[config.mk]
export PLATFORM = sky130hd
export DESIGN_NAME = pc_stack_unit_flat
export DESIGN_NICKNAME = d
export VERILOG_FILES = /design/src/rtl/pc_stack_unit_if.sv /design/src/rtl/pc_stack_unit.sv /design/src/flat_wrapper.sv
export SDC_FILE = /design/constraint.sdc
export NUM_CORES = 1
export LEC_CHECK = 0
export CAP_MARGIN = 10
export CORE_MARGIN = 10
export CORE_UTILIZATION = 40
export CTS_CLUSTER_SIZE = 28
export DETAILED_ROUTE_END_ITERATION = 7
export PLACE_DENSITY = 0.71
export SYNTH_ARGS = -nofsm -noshare
export SYNTH_HDL_FRONTEND = slang
export SYNTH_SLANG_ARGS = --single-unit
[constraint.sdc]
create_clock -name clk -period 4.9 [get_ports clk]
set_clock_uncertainty 0.15 [all_clocks]
set_input_delay 0.98 -clock clk [delete_from_list [all_inputs] [get_ports clk]]
set_output_delay 0.98 -clock clk [all_outputs]
set_load 0.05 [all_outputs]
[src/rtl/pc_stack_unit_if.sv]
// pc_stack_unit_if
//   Bundles the fetch-sequencer control and status signals of pc_stack_unit.
//   The master side (the issuer: test bench or decode stage) drives the
//   program-start request, stall, CMP flags and the decoded branch fields.
//   The slave side (pc_stack_unit) returns the fetch address and status.
//
//   start, start_addr      : load a new program start address
//   stall                  : hold all sequencer state this cycle
//   EQ, LT, GT             : CMP flags used by the branch condition
//   cond_sel, op           : branch condition and operation
//   target, rel_offset     : ABS/CALL destination and signed REL offset
//   current_pc, halted     : fetch address and stopped status
//   stack_depth            : number of valid return entries
//   stack_overflow/underflow : sticky return-stack error flags
interface pc_stack_unit_if #(
  parameter int PC_WIDTH     = 12,
  parameter int OFFSET_WIDTH = 4,
  parameter int STACK_DEPTH  = 4
);
  localparam int DEPTH_W = $clog2(STACK_DEPTH + 1);

  logic                    start;
  logic [PC_WIDTH-1:0]     start_addr;
  logic                    stall;
  logic                    EQ;
  logic                    LT;
  logic                    GT;
  logic [2:0]              cond_sel;
  logic [2:0]              op;
  logic [PC_WIDTH-1:0]     target;
  logic [OFFSET_WIDTH-1:0] rel_offset;
  logic [PC_WIDTH-1:0]     current_pc;
  logic                    halted;
  logic [DEPTH_W-1:0]      stack_depth;
  logic                    stack_overflow;
  logic                    stack_underflow;

  // Issuer view: drives requests, observes status.
  modport master (
    output start, start_addr, stall, EQ, LT, GT, cond_sel, op, target, rel_offset,
    input  current_pc, halted, stack_depth, stack_overflow, stack_underflow
  );

  // Sequencer view: consumes requests, produces status.
  modport slave (
    input  start, start_addr, stall, EQ, LT, GT, cond_sel, op, target, rel_offset,
    output current_pc, halted, stack_depth, stack_overflow, stack_underflow
  );
endinterface

[src/rtl/pc_stack_unit.sv]
// pc_stack_unit
//   Fetch-stage program counter with a hardware return-address stack.
//   Supports sequential fetch, absolute and signed relative branches gated
//   by a CMP-flag condition, CALL/RET through a LIFO stack, HALT, and a
//   loadable program start address. All outputs are registered and change
//   together on the rising clock edge.
//
//   clk    : clock
//   reset  : synchronous active-high reset
//   bus    : pc_stack_unit_if slave port (requests in, status out)
module pc_stack_unit #(
  parameter int PC_WIDTH     = 12,
  parameter int OFFSET_WIDTH = 4,
  parameter int STACK_DEPTH  = 4
) (
  input  logic clk,
  input  logic reset,
  pc_stack_unit_if.slave bus
);

  localparam int DEPTH_W = $clog2(STACK_DEPTH + 1);
  localparam int IDX_W   = (STACK_DEPTH > 1) ? $clog2(STACK_DEPTH) : 1;
  localparam logic [DEPTH_W-1:0] DEPTH_FULL = DEPTH_W'(STACK_DEPTH);

  localparam logic [2:0] OP_SEQ  = 3'b000;
  localparam logic [2:0] OP_ABS  = 3'b001;
  localparam logic [2:0] OP_REL  = 3'b010;
  localparam logic [2:0] OP_CALL = 3'b011;
  localparam logic [2:0] OP_RET  = 3'b100;
  localparam logic [2:0] OP_HALT = 3'b101;

  typedef enum logic {
    ST_RUN,
    ST_HALTED
  } state_t;

  state_t              state_q, state_d;
  logic [PC_WIDTH-1:0] pc_q, pc_d;
  logic [DEPTH_W-1:0]  depth_q, depth_d;
  logic                ovf_q, ovf_d;
  logic                unf_q, unf_d;
  logic [PC_WIDTH-1:0] stack_mem [STACK_DEPTH];

  logic                take;
  logic                push_en;
  logic [PC_WIDTH-1:0] pc_inc;
  logic [PC_WIDTH-1:0] rel_ext;
  logic [IDX_W-1:0]    push_idx;
  logic [IDX_W-1:0]    top_idx;

  assign pc_inc   = pc_q + 1'b1;
  // A size cast of a signed value sign-extends, which also works when the
  // offset is already as wide as the PC.
  assign rel_ext  = PC_WIDTH'($signed(bus.rel_offset));
  assign push_idx = IDX_W'(depth_q);
  assign top_idx  = IDX_W'(depth_q - 1'b1);

  // Decode the branch condition from the CMP flags. The two "or equal"
  // forms let a single compare serve <= and >= branches.
  always_comb begin
    take = 1'b0;
    case (bus.cond_sel)
      3'b000:  take = 1'b0;
      3'b001:  take = bus.EQ;
      3'b010:  take = bus.LT;
      3'b011:  take = bus.GT;
      3'b100:  take = 1'b1;
      3'b101:  take = ~bus.EQ;
      3'b110:  take = bus.LT | bus.EQ;
      default: take = bus.GT | bus.EQ;
    endcase
  end

  // Next-state logic. Start outranks the halted hold, which outranks stall,
  // which outranks the op. A not-taken branch of any kind degrades to a
  // plain sequential step; CALL/RET errors freeze the PC and the stack.
  always_comb begin
    state_d = state_q;
    pc_d    = pc_q;
    depth_d = depth_q;
    ovf_d   = ovf_q;
    unf_d   = unf_q;
    push_en = 1'b0;

    if (bus.start) begin
      state_d = ST_RUN;
      pc_d    = bus.start_addr;
      depth_d = '0;
      ovf_d   = 1'b0;
      unf_d   = 1'b0;
    end else if (state_q == ST_HALTED) begin
      state_d = ST_HALTED;
    end else if (!bus.stall) begin
      pc_d = pc_inc;
      case (bus.op)
        OP_ABS: begin
          if (take) pc_d = bus.target;
        end
        OP_REL: begin
          if (take) pc_d = pc_q + rel_ext;
        end
        OP_CALL: begin
          if (take) begin
            if (depth_q == DEPTH_FULL) begin
              ovf_d   = 1'b1;
              state_d = ST_HALTED;
              pc_d    = pc_q;
            end else begin
              push_en = 1'b1;
              depth_d = depth_q + 1'b1;
              pc_d    = bus.target;
            end
          end
        end
        OP_RET: begin
          if (take) begin
            if (depth_q == '0) begin
              unf_d   = 1'b1;
              state_d = ST_HALTED;
              pc_d    = pc_q;
            end else begin
              depth_d = depth_q - 1'b1;
              pc_d    = stack_mem[top_idx];
            end
          end
        end
        OP_HALT: begin
          state_d = ST_HALTED;
          pc_d    = pc_q;
        end
        default: pc_d = pc_inc;
      endcase
    end
  end

  // Sequencer state register; reset wins over everything computed above.
  always_ff @(posedge clk) begin
    if (reset) begin
      state_q <= ST_RUN;
      pc_q    <= '0;
      depth_q <= '0;
      ovf_q   <= 1'b0;
      unf_q   <= 1'b0;
    end else begin
      state_q <= state_d;
      pc_q    <= pc_d;
      depth_q <= depth_d;
      ovf_q   <= ovf_d;
      unf_q   <= unf_d;
    end
  end

  // Return-address storage. Entries are never cleared; depth alone says
  // which are valid. The push is suppressed when reset lands on a CALL.
  always_ff @(posedge clk) begin
    if (push_en && !reset) begin
      stack_mem[push_idx] <= pc_inc;
    end
  end

  assign bus.current_pc      = pc_q;
  assign bus.halted          = (state_q == ST_HALTED);
  assign bus.stack_depth     = depth_q;
  assign bus.stack_overflow  = ovf_q;
  assign bus.stack_underflow = unf_q;

endmodule

[src/flat_wrapper.sv]
// flat-port wrapper written by rule: the top's interface ports become plain ports
module pc_stack_unit_flat 
#(
  parameter int PC_WIDTH     = 12,
  parameter int OFFSET_WIDTH = 4,
  parameter int STACK_DEPTH  = 4
)
  (clk, reset, bus_start, bus_start_addr, bus_stall, bus_EQ, bus_LT, bus_GT, bus_cond_sel, bus_op, bus_target, bus_rel_offset, bus_current_pc, bus_halted, bus_stack_depth, bus_stack_overflow, bus_stack_underflow);
  pc_stack_unit_if #(.PC_WIDTH(PC_WIDTH), .OFFSET_WIDTH(OFFSET_WIDTH), .STACK_DEPTH(STACK_DEPTH)) bus_i ();
  input  logic clk;
  input  logic reset;
  input wire logic [$bits(bus_i.start)-1:0] bus_start;
  input wire logic [$bits(bus_i.start_addr)-1:0] bus_start_addr;
  input wire logic [$bits(bus_i.stall)-1:0] bus_stall;
  input wire logic [$bits(bus_i.EQ)-1:0] bus_EQ;
  input wire logic [$bits(bus_i.LT)-1:0] bus_LT;
  input wire logic [$bits(bus_i.GT)-1:0] bus_GT;
  input wire logic [$bits(bus_i.cond_sel)-1:0] bus_cond_sel;
  input wire logic [$bits(bus_i.op)-1:0] bus_op;
  input wire logic [$bits(bus_i.target)-1:0] bus_target;
  input wire logic [$bits(bus_i.rel_offset)-1:0] bus_rel_offset;
  output wire logic [$bits(bus_i.current_pc)-1:0] bus_current_pc;
  output wire logic [$bits(bus_i.halted)-1:0] bus_halted;
  output wire logic [$bits(bus_i.stack_depth)-1:0] bus_stack_depth;
  output wire logic [$bits(bus_i.stack_overflow)-1:0] bus_stack_overflow;
  output wire logic [$bits(bus_i.stack_underflow)-1:0] bus_stack_underflow;
  assign bus_i.start = bus_start;
  assign bus_i.start_addr = bus_start_addr;
  assign bus_i.stall = bus_stall;
  assign bus_i.EQ = bus_EQ;
  assign bus_i.LT = bus_LT;
  assign bus_i.GT = bus_GT;
  assign bus_i.cond_sel = bus_cond_sel;
  assign bus_i.op = bus_op;
  assign bus_i.target = bus_target;
  assign bus_i.rel_offset = bus_rel_offset;
  assign bus_current_pc = bus_i.current_pc;
  assign bus_halted = bus_i.halted;
  assign bus_stack_depth = bus_i.stack_depth;
  assign bus_stack_overflow = bus_i.stack_overflow;
  assign bus_stack_underflow = bus_i.stack_underflow;
  pc_stack_unit #(.PC_WIDTH(PC_WIDTH), .OFFSET_WIDTH(OFFSET_WIDTH), .STACK_DEPTH(STACK_DEPTH)) u_core (.clk(clk), .reset(reset), .bus(bus_i));
endmodule
==> flow_metrics.env <==
export IMPL_status="finished, final reports clean"
export IMPL_clk_insertion_delay_late_ps=350
export IMPL_grt_pass1_wl_um=17600
export IMPL_power_uw=1490
export IMPL_tns_ps=0
export IMPL_clk_pin_slew_ps=80
export IMPL_fp_coreArea_um2=9770
export IMPL_switching_power_uw=415
export IMPL_viasPerCell=5.87
export IMPL_first_pass_iters=5
export IMPL_cts_max_level=3
export IMPL_ant_nets=0
export IMPL_reg2reg_from="u_core.bus.stack_depth[0]"
export IMPL_cts_root_buffer="clkbuf_8"
export IMPL_worstPathRequired_ps=4730
export IMPL_wl_per_cell_um=19.7
export IMPL_cap_violations=0
export IMPL_crit_fanout=18
export IMPL_post_route_min_period_ps=3640
export IMPL_async_flop_share_pct=0
export IMPL_worstSetupPathType="input port to flip-flop"
export IMPL_start_util_pct=41.2
export IMPL_overflow=0
export IMPL_synth_area_um2=4030
export IMPL_numClockSinks=66
export IMPL_max_slew_margin_rel_pct=40.0
export IMPL_cp_start_kind="input port"
export IMPL_drive_gt1_share_pct=10.7
export IMPL_reg2reg_depth=10
export IMPL_ir_drop_mv=0.150
export IMPL_preCtsSetupSlack_ps=888
export IMPL_final_period_utilization_pct=74.2
export IMPL_drc=0
export IMPL_drt_iter0_markers=259
export IMPL_max_freq_mhz=275
export IMPL_p_int_uw=1070
export IMPL_rrSetupSlack_ps=1880
export IMPL_worst_r2r_endpoint="u_core.bus.current_pc[11]"
export IMPL_cts_resized=0
export IMPL_layout_area_seq_um2=1800
export IMPL_syn_to_final_growth_pct=22.5
export IMPL_die_area_um2=14500
export IMPL_row_count=36
export IMPL_layout_setup_ws_ps=1260
export IMPL_io_pins=59
export IMPL_cts_made_buffers=9
export IMPL_antenna_cells=0
export IMPL_port_buffer_count=58
export IMPL_synthCells=363
export IMPL_yosys_warnings=0
export IMPL_ys_seq_elements=66
export IMPL_nets=476
export IMPL_cellPowerDensity_nw_per_um2=301
export IMPL_power_leakage_uw=0.00172
export IMPL_fp_dieH_um=120
export IMPL_yosysSeqAreaShare_pct=44.7
export IMPL_gp_congestion=0.931
export IMPL_multiInputGateArea_um2=2050
export IMPL_track_usage_pct=15.2
export IMPL_slew_violations=0
export IMPL_postCtsSetupRepairBufs=0
export IMPL_p_seq_share_pct=42.7
export IMPL_synth_edf_count=48
export IMPL_dp_hpwl_um=8500
export IMPL_antenna_found_initial=0
export IMPL_ys_types=69
export IMPL_vias=3251
export IMPL_die_w_um=120
export IMPL_p_sw_share_pct=27.9
export IMPL_cts_buffer_depth=2
export IMPL_endpoint="u_core.stack_mem[0][11]"
export IMPL_synthFlopType="edfxtp_1"
export IMPL_grt_pass1_vias=3302
export IMPL_holdBufCountCts=0
export IMPL_worstSetupStartpoint="bus_op[0]"
export IMPL_tightestPinTransition_ps=895
export IMPL_crit_path_end_kind="flip-flop"
export IMPL_routed_wl_um=10900
export IMPL_synth_fp_nets=423
export IMPL_p_clk_share_pct=38.0
export IMPL_fill_cells=849
export IMPL_arrival_ps=3470
export IMPL_min_path_type="flip-flop to flip-flop"
export IMPL_syn_avg_cell_area_um2=11.1
export IMPL_grt_max_degree=26
export IMPL_combPwrFrac_pct=19.3
export IMPL_rsz0062_at_grt="false"
export IMPL_cts_tree="built"
export IMPL_hold_violations=0
export IMPL_setup_violations=0
==> routing by layer <==
metal	vias up	share of wire [%]	track usage, %
met2	150	47	24.5
met3	18	8.2	2.65
met5	-	0	0
met1	1555	43	19.9
li1	1528	-	-
met4	0	1.8	5.73
==> area by class of cell <==
class                   count  area share (%)
clock buffers               9            2.51
clock inverters             7            2.53
inverters                  15            1.14
multi-input cells         262            41.6
flip-flops and latches     66            36.5
well taps                 133            3.37
repair buffers             62            12.4
==> critical path: stages <==
cell             delay, ps
clkdlybuf4s50_1        840
and2b_1                420
nand3b_1               200
nor4_1                 470
and2_1                 540
==> worst min path at each step <==
stage                                      end                       start  slack (ps)  cells after the start
global route                 u_core.bus.halted           u_core.bus.halted         390                      2
floorplan                    u_core.bus.halted           u_core.bus.halted         530                      2
CTS                 u_core.bus.stack_underflow  u_core.bus.stack_underflow         340                      2
detailed placement  u_core.bus.stack_underflow  u_core.bus.stack_underflow         320                      2
finish              u_core.bus.stack_underflow  u_core.bus.stack_underflow         330                      2
global placement     u_core.bus.stack_overflow   u_core.bus.stack_overflow         320                      2
==> layout by cell type (no fill, tap or decap), types with 3 or more instances in the layout <==
master / instances
clkdlybuf4s50_1: 58
edfxtp_1: 48
a21oi_1: 25
nand2_1: 21
nor2_1: 18
ha_1: 18
dfxtp_1: 18
inv_1: 15
o21ai_0: 13
xnor2_1: 12
nand3_1: 12
mux4_2: 12
a22oi_1: 10
clkbuf_8: 9
nor3_1: 8
nand4_1: 6
o31ai_1: 6
and3_1: 5
xor2_1: 5
a31oi_1: 5
nand2b_1: 5
a221oi_1: 5
and2_1: 4
a21o_1: 4
o21a_1: 4
buf_4: 4
nor2b_1: 3
o211ai_1: 3
o32ai_1: 3
o221ai_1: 3
clkinv_4: 3
bufinv_16: 3
==> Yosys cell counts, types with 7 or more instances <==
cell type / n / area (um^2)
edfxtp_1: 48 / 1440
a21oi_1: 25 / 125
nand2_1: 21 / 78.8
dfxtp_1: 18 / 360
ha_1: 18 / 225
nor2_1: 18 / 67.6
inv_1: 15 / 56.3
o21ai_0: 13 / 65.1
mux4_2: 12 / 270
nand3_1: 12 / 60.1
xnor2_1: 12 / 105
a22oi_1: 10 / 75.1
nor3_1: 8 / 40.0
buf_2: 7 / 35.0
==> through the flow <==
| step | area [um^2] | instances | hold slack, ps | util, % |
|---|---|---|---|---|
| final | 4940 | 554 | 331 | 50.5 |
| after global routing | 4940 | 554 | 394 | 50.5 |
| after CTS | 4940 | 554 | 337 | 50.5 |
| after detailed placement | 4690 | 538 | 316 | 48.0 |
| after global placement | 4690 | 538 | 318 | 48.0 |
| after floorplan | 4030 | 363 | 528 | - |
==> state kept, by name (all words and copies together), names as in the netlist <==
name / cells
u_core.bus.halted: 1
u_core.bus.stack_overflow: 1
u_core.stack_mem: 48
u_core.bus.stack_depth: 3
u_core.bus.current_pc: 12
u_core.bus.stack_underflow: 1
==> power groups by stage <==
stage               logic, uW  registers [uW]  clock network (uW)
finish                    287             635                 565
global route              309             637                 603
CTS                       284             635                 573
detailed placement        282             648                   0
global placement          278             647                   0
floorplan                 155             672                   0
==> kinds of logic after synthesis <==
family                   Yosys count  share of synthesized area (%)
AO/OA/AOI/OAI                    109                           20.1
XOR/XNOR                          17                           3.69
adder cells (fa/ha/maj)           19                           6.09
buffers and inverters             35                           4.32
flip-flops                        66                           44.7
multiplexers                      15                           7.48
AND/OR/NAND/NOR                  102                           13.6
Power figures use the tool's default switching activity.
